===== src/rtl/ruler_search_controller_pkg.sv =====
// Shared types and helpers for the Golomb-ruler search controller.
package ruler_pkg;
  localparam int VAL_W   = 9;
  localparam int LEVEL_W = 7;

  typedef enum logic [2:0] {
    S_IDLE,
    S_CLEAR,
    S_ISSUE,
    S_WAIT,
    S_COMMIT,
    S_DONE
  } state_t;

  function automatic int marks_w(input int n);
    return (n + 1) * VAL_W;
  endfunction

  // The leaf mark sits in the least-significant field of the marks bus.
  function automatic logic [VAL_W-1:0] leaf_mark(input logic [VAL_W-1:0] lsb_field);
    return lsb_field;
  endfunction
endpackage


===== src/rtl/ruler_search_controller_if.sv =====
// Controller <-> mark-counter chain bundle.
// Handshake: step is a one-cycle request; counter_ready may be held or pulsed and is
// only honoured from the cycle after step; next_enabled/success/marks_in are valid with it.
interface ruler_search_controller_if import ruler_pkg::*; #(
  parameter int NUMPOSITIONS = 5
);
  logic [LEVEL_W-1:0]               enabled;
  logic [VAL_W-1:0]                 limit;
  logic                             counters_clear;
  logic                             step;
  logic                             counter_ready;
  logic [LEVEL_W-1:0]               next_enabled;
  logic                             success;
  logic [marks_w(NUMPOSITIONS)-1:0] marks_in;

  modport master (
    output enabled, limit, counters_clear, step,
    input  counter_ready, next_enabled, success, marks_in
  );

  modport slave (
    input  enabled, limit, counters_clear, step,
    output counter_ready, next_enabled, success, marks_in
  );
endinterface


===== src/rtl/ruler_search_controller_best_ruler_store.sv =====
// Best-ruler register: latches the winning ruler, counts successes and tightens the limit.
module best_ruler_store import ruler_pkg::*; #(
  parameter int NUMPOSITIONS = 5
) (
  input  logic                             clock,
  input  logic                             reset,
  input  logic                             clear_i,
  input  logic [VAL_W-1:0]                 init_limit_i,
  input  logic                             commit_i,
  input  logic [marks_w(NUMPOSITIONS)-1:0] marks_i,
  output logic [VAL_W-1:0]                 limit_o,
  output logic [marks_w(NUMPOSITIONS)-1:0] best_marks_o,
  output logic                             best_valid_o,
  output logic [15:0]                      found_count_o
);
  logic [VAL_W-1:0] leaf;
  assign leaf = leaf_mark(marks_i[VAL_W-1:0]);

  always_ff @(posedge clock or negedge reset) begin
    if (!reset) begin
      limit_o       <= '0;
      best_marks_o  <= '0;
      best_valid_o  <= 1'b0;
      found_count_o <= '0;
    end else if (clear_i) begin
      limit_o       <= init_limit_i;
      best_valid_o  <= 1'b0;
      found_count_o <= '0;
    end else if (commit_i) begin
      // commit_i is only raised for a nonzero leaf, so this never wraps
      limit_o      <= leaf - 1'b1;
      best_marks_o <= marks_i;
      best_valid_o <= 1'b1;
      if (found_count_o != 16'hFFFF) found_count_o <= found_count_o + 16'd1;
    end
  end
endmodule


===== src/rtl/ruler_search_controller.sv =====
// Top sequencer of the optimal-Golomb-ruler search. Optional step counter: RULER_STATS_EN.
module ruler_search_controller import ruler_pkg::*; #(
  parameter int NUMPOSITIONS = 5,
  parameter int MAXVALUE     = 500
) (
  input  logic                             clock,
  input  logic                             reset,
  input  logic                             start,
  input  logic [VAL_W-1:0]                 initial_limit,
  ruler_search_controller_if.master        cif,
  output logic [marks_w(NUMPOSITIONS)-1:0] best_marks,
  output logic                             best_valid,
  output logic [15:0]                      found_count,
  output logic                             busy,
  output logic                             done,
  output logic                             error,
  output logic [31:0]                      step_count,
  output state_t                           dbg_state
);
  localparam int MW = marks_w(NUMPOSITIONS);

  state_t             state_q, state_d;
  logic [LEVEL_W-1:0] enabled_q, enabled_d;
  logic               error_q, error_d, busy_q, busy_d, done_q, done_d;
  logic               clear_q, clear_d, step_q, step_d;
  logic [LEVEL_W-1:0] cap_next_q;
  logic               cap_success_q;
  logic [MW-1:0]      cap_marks_q;
  logic               cap_en, accept, commit;
  logic [VAL_W-1:0]   leaf, new_limit, limit, init_clamped;
  logic               at_leaf, leaf_ok;

  assign leaf         = leaf_mark(cap_marks_q[VAL_W-1:0]);
  assign at_leaf      = (enabled_q == LEVEL_W'(NUMPOSITIONS));
  assign leaf_ok      = cap_success_q && at_leaf && (leaf != '0);
  assign new_limit    = leaf_ok ? (leaf - 1'b1) : limit;
  assign init_clamped = (initial_limit > VAL_W'(MAXVALUE)) ? VAL_W'(MAXVALUE) : initial_limit;

  always_ff @(posedge clock or negedge reset) begin
    if (!reset) begin
      state_q       <= S_IDLE;
      enabled_q     <= '0;
      error_q       <= 1'b0;
      busy_q        <= 1'b0;
      done_q        <= 1'b0;
      clear_q       <= 1'b0;
      step_q        <= 1'b0;
      cap_next_q    <= '0;
      cap_success_q <= 1'b0;
      cap_marks_q   <= '0;
    end else begin
      state_q   <= state_d;
      enabled_q <= enabled_d;
      error_q   <= error_d;
      busy_q    <= busy_d;
      done_q    <= done_d;
      clear_q   <= clear_d;
      step_q    <= step_d;
      if (cap_en) begin
        cap_next_q    <= cif.next_enabled;
        cap_success_q <= cif.success;
        cap_marks_q   <= cif.marks_in;
      end
    end
  end

  always_comb begin
    state_d   = state_q;
    enabled_d = enabled_q;
    error_d   = error_q;
    busy_d    = busy_q;
    done_d    = done_q;
    cap_en    = 1'b0;
    accept    = 1'b0;
    commit    = 1'b0;
    case (state_q)
      S_IDLE, S_DONE: begin
        if (start) begin
          accept    = 1'b1;
          enabled_d = LEVEL_W'(1);
          error_d   = 1'b0;
          done_d    = 1'b0;
          busy_d    = 1'b1;
          state_d   = S_CLEAR;
        end
      end
      S_CLEAR: state_d = S_ISSUE;
      S_ISSUE: state_d = S_WAIT;
      S_WAIT: begin
        if (cif.counter_ready) begin
          cap_en  = 1'b1;
          state_d = S_COMMIT;
        end
      end
      S_COMMIT: begin
        commit    = leaf_ok;
        enabled_d = cap_next_q;
        // a success reported above the leaf is a protocol fault, but the step still commits
        if (cap_success_q && !at_leaf) error_d = 1'b1;
        if (cap_next_q > LEVEL_W'(NUMPOSITIONS)) begin
          error_d = 1'b1;
          state_d = S_DONE;
        end else if (cap_next_q == '0 || new_limit == '0) begin
          state_d = S_DONE;
        end else begin
          state_d = S_ISSUE;
        end
        if (state_d == S_DONE) begin
          busy_d = 1'b0;
          done_d = 1'b1;
        end
      end
      default: state_d = S_IDLE;
    endcase
    clear_d = (state_d == S_CLEAR);
    step_d  = (state_d == S_ISSUE);
  end

  best_ruler_store #(.NUMPOSITIONS(NUMPOSITIONS)) u_store (
    .clock         (clock),
    .reset         (reset),
    .clear_i       (accept),
    .init_limit_i  (init_clamped),
    .commit_i      (commit),
    .marks_i       (cap_marks_q),
    .limit_o       (limit),
    .best_marks_o  (best_marks),
    .best_valid_o  (best_valid),
    .found_count_o (found_count)
  );

`ifdef RULER_STATS_EN
  logic [31:0] step_count_q;
  always_ff @(posedge clock or negedge reset) begin
    if (!reset)      step_count_q <= '0;
    else if (accept) step_count_q <= '0;
    else if (step_q) step_count_q <= step_count_q + 32'd1;
  end
  assign step_count = step_count_q;
`else
  assign step_count = '0;
`endif

  assign cif.enabled        = enabled_q;
  assign cif.limit          = limit;
  assign cif.counters_clear = clear_q;
  assign cif.step           = step_q;
  assign busy               = busy_q;
  assign done               = done_q;
  assign error              = error_q;
  assign dbg_state          = state_q;
endmodule

===== src/flat_wrapper.sv =====
// flat-port wrapper written by rule: the top's interface ports become plain ports
module ruler_search_controller_flat import ruler_pkg::*;
#(
  parameter int NUMPOSITIONS = 5,
  parameter int MAXVALUE     = 500
)
  (clock, reset, start, initial_limit, best_marks, best_valid, found_count, busy, done, error, step_count, dbg_state, cif_enabled, cif_limit, cif_counters_clear, cif_step, cif_counter_ready, cif_next_enabled, cif_success, cif_marks_in);
  ruler_search_controller_if #(.NUMPOSITIONS(NUMPOSITIONS)) cif_i ();
  input  logic clock;
  input  logic reset;
  input  logic start;
  input  logic [VAL_W-1:0] initial_limit;
  output logic [marks_w(NUMPOSITIONS)-1:0] best_marks;
  output logic best_valid;
  output logic [15:0] found_count;
  output logic busy;
  output logic done;
  output logic error;
  output logic [31:0] step_count;
  output state_t dbg_state;
  output wire logic [$bits(cif_i.enabled)-1:0] cif_enabled;
  output wire logic [$bits(cif_i.limit)-1:0] cif_limit;
  output wire logic [$bits(cif_i.counters_clear)-1:0] cif_counters_clear;
  output wire logic [$bits(cif_i.step)-1:0] cif_step;
  input wire logic [$bits(cif_i.counter_ready)-1:0] cif_counter_ready;
  input wire logic [$bits(cif_i.next_enabled)-1:0] cif_next_enabled;
  input wire logic [$bits(cif_i.success)-1:0] cif_success;
  input wire logic [$bits(cif_i.marks_in)-1:0] cif_marks_in;
  assign cif_enabled = cif_i.enabled;
  assign cif_limit = cif_i.limit;
  assign cif_counters_clear = cif_i.counters_clear;
  assign cif_step = cif_i.step;
  assign cif_i.counter_ready = cif_counter_ready;
  assign cif_i.next_enabled = cif_next_enabled;
  assign cif_i.success = cif_success;
  assign cif_i.marks_in = cif_marks_in;
  ruler_search_controller #(.NUMPOSITIONS(NUMPOSITIONS), .MAXVALUE(MAXVALUE)) u_core (.clock(clock), .reset(reset), .start(start), .initial_limit(initial_limit), .cif(cif_i), .best_marks(best_marks), .best_valid(best_valid), .found_count(found_count), .busy(busy), .done(done), .error(error), .step_count(step_count), .dbg_state(dbg_state));
endmodule

===== config.mk =====
export PLATFORM = sky130hd
export DESIGN_NAME = ruler_search_controller_flat
export DESIGN_NICKNAME = d
export VERILOG_FILES = /design/src/rtl/ruler_search_controller_pkg.sv /design/src/rtl/ruler_search_controller_if.sv /design/src/rtl/ruler_search_controller_best_ruler_store.sv /design/src/rtl/ruler_search_controller.sv /design/src/flat_wrapper.sv
export SDC_FILE = /design/constraint.sdc
export NUM_CORES = 1
export LEC_CHECK = 0
export ABC_CLOCK_PERIOD_IN_PS = 6100
export CAP_MARGIN = 20
export CELL_PAD_IN_SITES_DETAIL_PLACEMENT = 0
export CELL_PAD_IN_SITES_GLOBAL_PLACEMENT = 1
export CORE_AREA = 2 2 135 137
export CTS_BUF_LIST = sky130_fd_sc_hd__clkbuf_2 sky130_fd_sc_hd__clkbuf_4 sky130_fd_sc_hd__clkbuf_8
export DETAILED_ROUTE_END_ITERATION = 8
export DIE_AREA = 0 0 137 139
export PLACE_DENSITY = 0.89
export SYNTH_ARGS = -nofsm -noshare
export SYNTH_HDL_FRONTEND = slang
export SYNTH_SLANG_ARGS = --single-unit

===== constraint.sdc =====
create_clock -name clock -period 6.1 [get_ports clock]
set_input_delay 1.22 -clock clock [delete_from_list [all_inputs] [get_ports clock]]
set_output_delay 1.22 -clock clock [all_outputs]
set_load 0.005 [all_outputs]

; ---- After elaboration in Yosys (flattened, before gate mapping)
; Index checks and enable logic that the tools add are counted.
[classes]
addsub = 2
magnitude_cmp = 2
n_eq_ne = 13
muxes = 31
bitwise = 1
reduce_logical = 18
[op_table]
columns = cell, n
row1 = $mux 16, 3
row2 = $mux 9, 4
row3 = $add 16x1->16 const B, 1
row4 = $ne 16x16->1 const B, 1
row5 = $mux 3, 5
row6 = $pmux 3 s5, 1
row7 = $pmux 7 s2, 1
row8 = $mux 1, 13
row9 = $eq 3x2->1 const B, 3
row10 = $eq 3x3->1 const B, 3
row11 = $gt 9x9->1 const B, 1
row12 = $logic_not 9->1, 1
row13 = $reduce_bool 9->1, 1
row14 = $sub 9x1->9 const B, 1
row15 = $eq 7x3->1 const B, 1
row16 = $gt 7x3->1 const B, 1
row17 = $logic_not 7->1, 1
row18 = $mux 7, 1
row19 = $eq 3x1->1 const B, 2
row20 = $pmux 1 s2, 3
row21 = $reduce_and 2->1, 3
row22 = $reduce_and 3->1, 2
row23 = $reduce_bool 2->1, 3
row24 = $logic_and 1x1->1, 3
row25 = 8 further kinds, 8
[word_totals]
ff_bits = 157
output_inout_bits = 127
word_cells = 81

; ---- Longest topological paths before layout
[depth]
ltp_word = 12
depth_mapped = 9
depth_no_buf = 7

; ---- Modules after synthesis
; Synthesis repeated with hierarchy kept, for this count alone.
[hier_totals]
cells_unflattened = 658
area_unflattened_um2 = 6945.4
[by_module_without_submodules]
columns = module, instances, cells_per_inst, area_per_inst_um2, seq_area_each_um2
row1 = best_ruler_store, 1, 397, 3539.6, 2001.9
row2 = ruler_search_controller, 1, 261, 3405.8, 1926.8

; ---- Least setup slack after synthesis
; Ideal clock, no wire load.
[synth_path]
kind = input-to-reg
startpoint = input cif_counter_ready
endpoint = register u_core.cap_marks_q[44]
setup_ps = 125
arrival_time_ps = 2393
path_slack_ps = 3582
path_stages = 5
path_buffers = 2
cell_sequence = and3_1 -> nand2b_1 -> clkbuf_1 -> buf_1 -> mux2_2
[synth_between]
elab_chain_len = 2
[synth_lines]
columns = item, line
row1 = "start, declared", flat_wrapper.sv:25  ; input wire logic [$bits(cif_i.counter_ready)-1:0] cif_counter_ready;
row2 = $mux 1, ruler_search_controller.sv:90  ; if (cif.counter_ready) begin
row3 = $mux 1, ruler_search_controller.sv:76  ; case (state_q)
row4 = "end signal, assigned", ruler_search_controller.sv:62  ; cap_marks_q <= cif.marks_in;
row5 = "end, declared", ruler_search_controller.sv:28  ; logic [MW-1:0] cap_marks_q;
; Every way passes these cells.
; A chain may end at the register's enable or synchronous reset.

; ---- Final worst setup path
[layout_path]
startpoint = register u_core.cap_marks_q[0]
endpoint = register u_core.u_store.limit_o[6]
[layout_between]
elab_chain_len = 4
[layout_lines]
columns = item, line
row1 = "parallel branches: the longest is 4 deep, another holds $sub 9x1->9", --
row2 = "end signal, assigned", ruler_search_controller_best_ruler_store.sv:26  ; limit_o <= init_limit_i;
row3 = "end signal, assigned", ruler_search_controller_best_ruler_store.sv:31  ; limit_o <= leaf - 1'b1;
row4 = "end, declared", ruler_search_controller_best_ruler_store.sv:11  ; output logic [VAL_W-1:0] limit_o,
; Parallel ways; which one is timed is not known. The select of a mux whose other input is x is not followed.

==> summary.log <==
[timing] final total negative setup slack 0 ns
[floorplanning] core area 17,660 µm²
[grt] all-layer global routing usage 0.1689
[synth] combined area of all synthesized cells 6905 µm²
[outcome] outcome finished clean
[timing] final-report max-slew violation count 0
[synth] distinct cell type count of the synthesized netlist 54
[drt] vias after detailed routing 5,057
[placement] count of input and output buffers 169
[power] Pwr per Cell Area 387.7 nW/µm²
[synth] Cells after Synth 647
[power] Overall Power 3.529 mW
[grt] vias in the first global route 4,960
[timing] worst-case hold slack 0.4671 ns
[synth] Yosys reg bits 157
[critical_path] critical path required time 6.43 ns
[timing] count of endpoints failing hold in the final timing report 0
[critical_path] Worst Setup Path Type register to register
[drt] Routed WL per cell 14.87 µm
[drt] final routed DRC violation total 0
[timing] unrepaired setup endpoints after global routing no
[timing] Slew headroom 0.3948
[synth] portion of synthesized cell area occupied by the leading cell type 0.5689
[grt] overflow left after global routing 0
[critical_path] startpoint type of the worst setup path register
[clocking] post-CTS setup-driven buffer insertion count 0
[clocking] worst-skew pair later-pin latency 0.45 ns
[grt] maximum number of pins on one net before global-route repair 73
[floorplanning] effective utilization at floorplan 0.3911
[clocking] number of sinks on the clock net 157
[synth] most area-hungry cell type in the Yosys netlist dfrtp_1
[finish] Area Overhead vs Synth 31.84%
[finish] final net count 885
[clocking] H-tree Lvls 4
[grt] number of antenna violations at the first check in global routing 2
[synth] async set-or-reset flop fraction in the synthesized netlist 1.000
[clocking] count of instances resized after the clock tree is built 0
[finish] final core utilization 0.5156
[placement] Detailed Place HPWL 10,950 µm
[drt] number of DRC markers in iteration 0 313
[finish] multi-input combinational cell area 2700 µm²
[clocking] total of hold buffers inserted after clock tree synthesis 0
[finish] number of fillers in the final layout 1,636
[power] leak pwr 4.094 nW
[drt] routed length on met1 6548 µm
[synth] Post-Synthesis Mean Instance Area 10.67 µm²
[power] Max VDD drop 0.1920 mV
[synth] share of the yosys chip area belonging to registers 0.5689
[min_path] class of the most critical hold timing path register to register
[floorplanning] FP Rows 49
[synth] number of enable flip-flop cells after synthesis 0
[finish] fraction of final layout cells with drive strength greater than 1 0.1451
[timing] number of setup violations in the final report 0
[drt] routed length on met2 7317 µm
[drt] vias per cell 4.816
[floorplanning] die height 139 µm
[floorplanning] overall die width 137 µm
[placement] placed standard-cell area 8680 µm²
[floorplanning] full die area 19,040 µm²
[timing] final critical path time including I/O delays and setup 2.970 ns
[drt] ANT nets after route 0
[drt] 1st-pass router iterations 4
[critical_path] data arrival time of the worst path 3.30 ns
[clocking] clock root buffer master clkbuf_8
[placement] Final Wtd Congestion 0.8181
[critical_path] kind of end point of the critical path register
[drt] met3 WL 1482 µm
[clocking] worst-case clock buffer depth 2
[drt] DR top layer met5
[grt] global-route wire length before repair 25,240 µm
[synth] most instantiated flip-flop cell in the synthesis netlist dfrtp_1
[timing] final clock skew 0.01542 ns
[finish] commonest cells after routing, fill and taps aside 192 x nand2_1, 168 x clkdlybuf4s50_1, 157 x dfrtp_1
[timing] Tightest Pin Transition 0.9079 ns
[finish] most common cell after layout, fill and taps aside nand2_1
[finish] sequential cell area 3929 µm²
[floorplanning] top-level port count 202
[synth] top cells by area in the synthesized netlist dfrtp_1 57%, nand2_1 10%, mux2_2 10%
[synth] total of warnings raised by yosys 0
[drt] Total Wirelength 15,610 µm
[clocking] CTS tree done
[timing] fmax 0.3367 GHz
[critical_path] maximum fanout along the worst path 40
[flow_run] number of maximum-capacitance constraint violations 0
[clocking] CTS clk-pin slew, worst paths 0.08 ns
[timing] portion of the clock cycle consumed by the worst path in the final layout 0.4869
[clocking] total clock buffers created by CTS 17
[finish] post-route cell area 9104 µm²
kinds of logic (layout without fill, tap and decap cells):
| group | Yosys count | after routing | synth area share |
|---|---|---|---|
| multiplexers | 63 | 63 | 0.1027 |
| AND/OR/NAND/NOR | 275 | 275 | 0.1781 |
| AO/OA/AOI/OAI | 56 | 56 | 0.05834 |
| other | 1 | 33 | 0.0005431 |
| adder cells (fa/ha/maj) | 3 | 3 | 0.005436 |
| XOR/XNOR | 20 | 20 | 0.02537 |
| buffers and inverters | 72 | 214 | 0.06052 |
| flip-flops | 157 | 157 | 0.5689 |
state kept, by name, summed over array words and instances, names as in the netlist:
signal,cells
u_core.cif.counters_clear,1
u_core.dbg_state,3
u_core.error,1
u_core.u_store.best_marks_o,54
u_core.busy,1
u_core.cif.step,1
u_core.u_store.found_count_o,16
u_core.cap_marks_q,54
u_core.cif.enabled,7
u_core.u_store.best_valid_o,1
u_core.cap_success_q,1
u_core.cap_next_q,7
u_core.u_store.limit_o,9
u_core.done,1
routing by layer:
layer | up-vias | GRT usage
met5 | - | 0
met4 | 2 | 0.05480
met3 | 20 | 0.07310
met2 | 161 | 0.2561
met1 | 2445 | 0.2171
li1 | 2429 | -
final cells by class:
type                       count  area share
tap                          229     0.03147
inverter                       7    0.002886
clock buffer                  22     0.03120
multi-input combinational    449      0.2966
clock inverter                10     0.01512
sequential                   157      0.4316
timing repair buffer         175      0.1909
antenna                        1   0.0002749
final timing paths:
| kind | start | end | slack [ns] | cells past startpoint |
|---|---|---|---|---|
| max | u_core.cap_marks_q[0]$_DFFE_PN0P_ | u_core.u_store.limit_o[6]$_DFFE_PN0P_ | 3.13 | 7 |
| min | u_core.u_store.best_marks_o[17]$_DFFE_PN0P_ | u_core.u_store.best_marks_o[17]$_DFFE_PN0P_ | 0.47 | 2 |
| max reg2reg | u_core.cap_marks_q[0]$_DFFE_PN0P_ | u_core.u_store.limit_o[6]$_DFFE_PN0P_ | 3.13 | 7 |
| min reg2reg | u_core.u_store.best_marks_o[17]$_DFFE_PN0P_ | u_core.u_store.best_marks_o[17]$_DFFE_PN0P_ | 0.47 | 2 |
| max in group asynchronous | reset | u_core.u_store.best_marks_o[17]$_DFFE_PN0P_ | 4.23 | 2 |
| min in group asynchronous | reset | u_core.dbg_state[2]$_DFF_PN0_ | 0.65 | 1 |
worst max-delay path: stages (launching register included):
cell	delay (ns)
dfrtp_1	0.42
inv_1	0.11
ha_1	0.14
or4b_1	0.57
o2111ai_4	0.76
buf_4	0.52
a21oi_1	0.08
a211o_1	0.24
metrics by stage:
step / std cells / setup slack, ns
floorplan: 678 / 3.582
global placement: 1017 / 2.948
detailed placement: 1017 / 2.913
CTS: 1049 / 3.090
global route: 1049 / 2.896
finish: 1050 / 3.130
Yosys cell counts (5+ instances only):
master      n
a21oi_1    12
buf_2      13
buf_4      33
clkbuf_1   16
dfrtp_1   157
inv_1       7
mux2_2     63
nand2_1   192
nand3_1    10
nor2_1     22
nor3_1      5
nor4_1      8
o21ai_0    15
or3_1       5
xnor2_1    17
report_power, final:
| part | switching [mW] | internal [mW] |
|---|---|---|
| Combinational | 0.415 | 0.644 |
| Sequential | 0.268 | 1.39 |
| Clock | 0.376 | 0.440 |
Note: power is estimated with default switching activity, not from simulation.
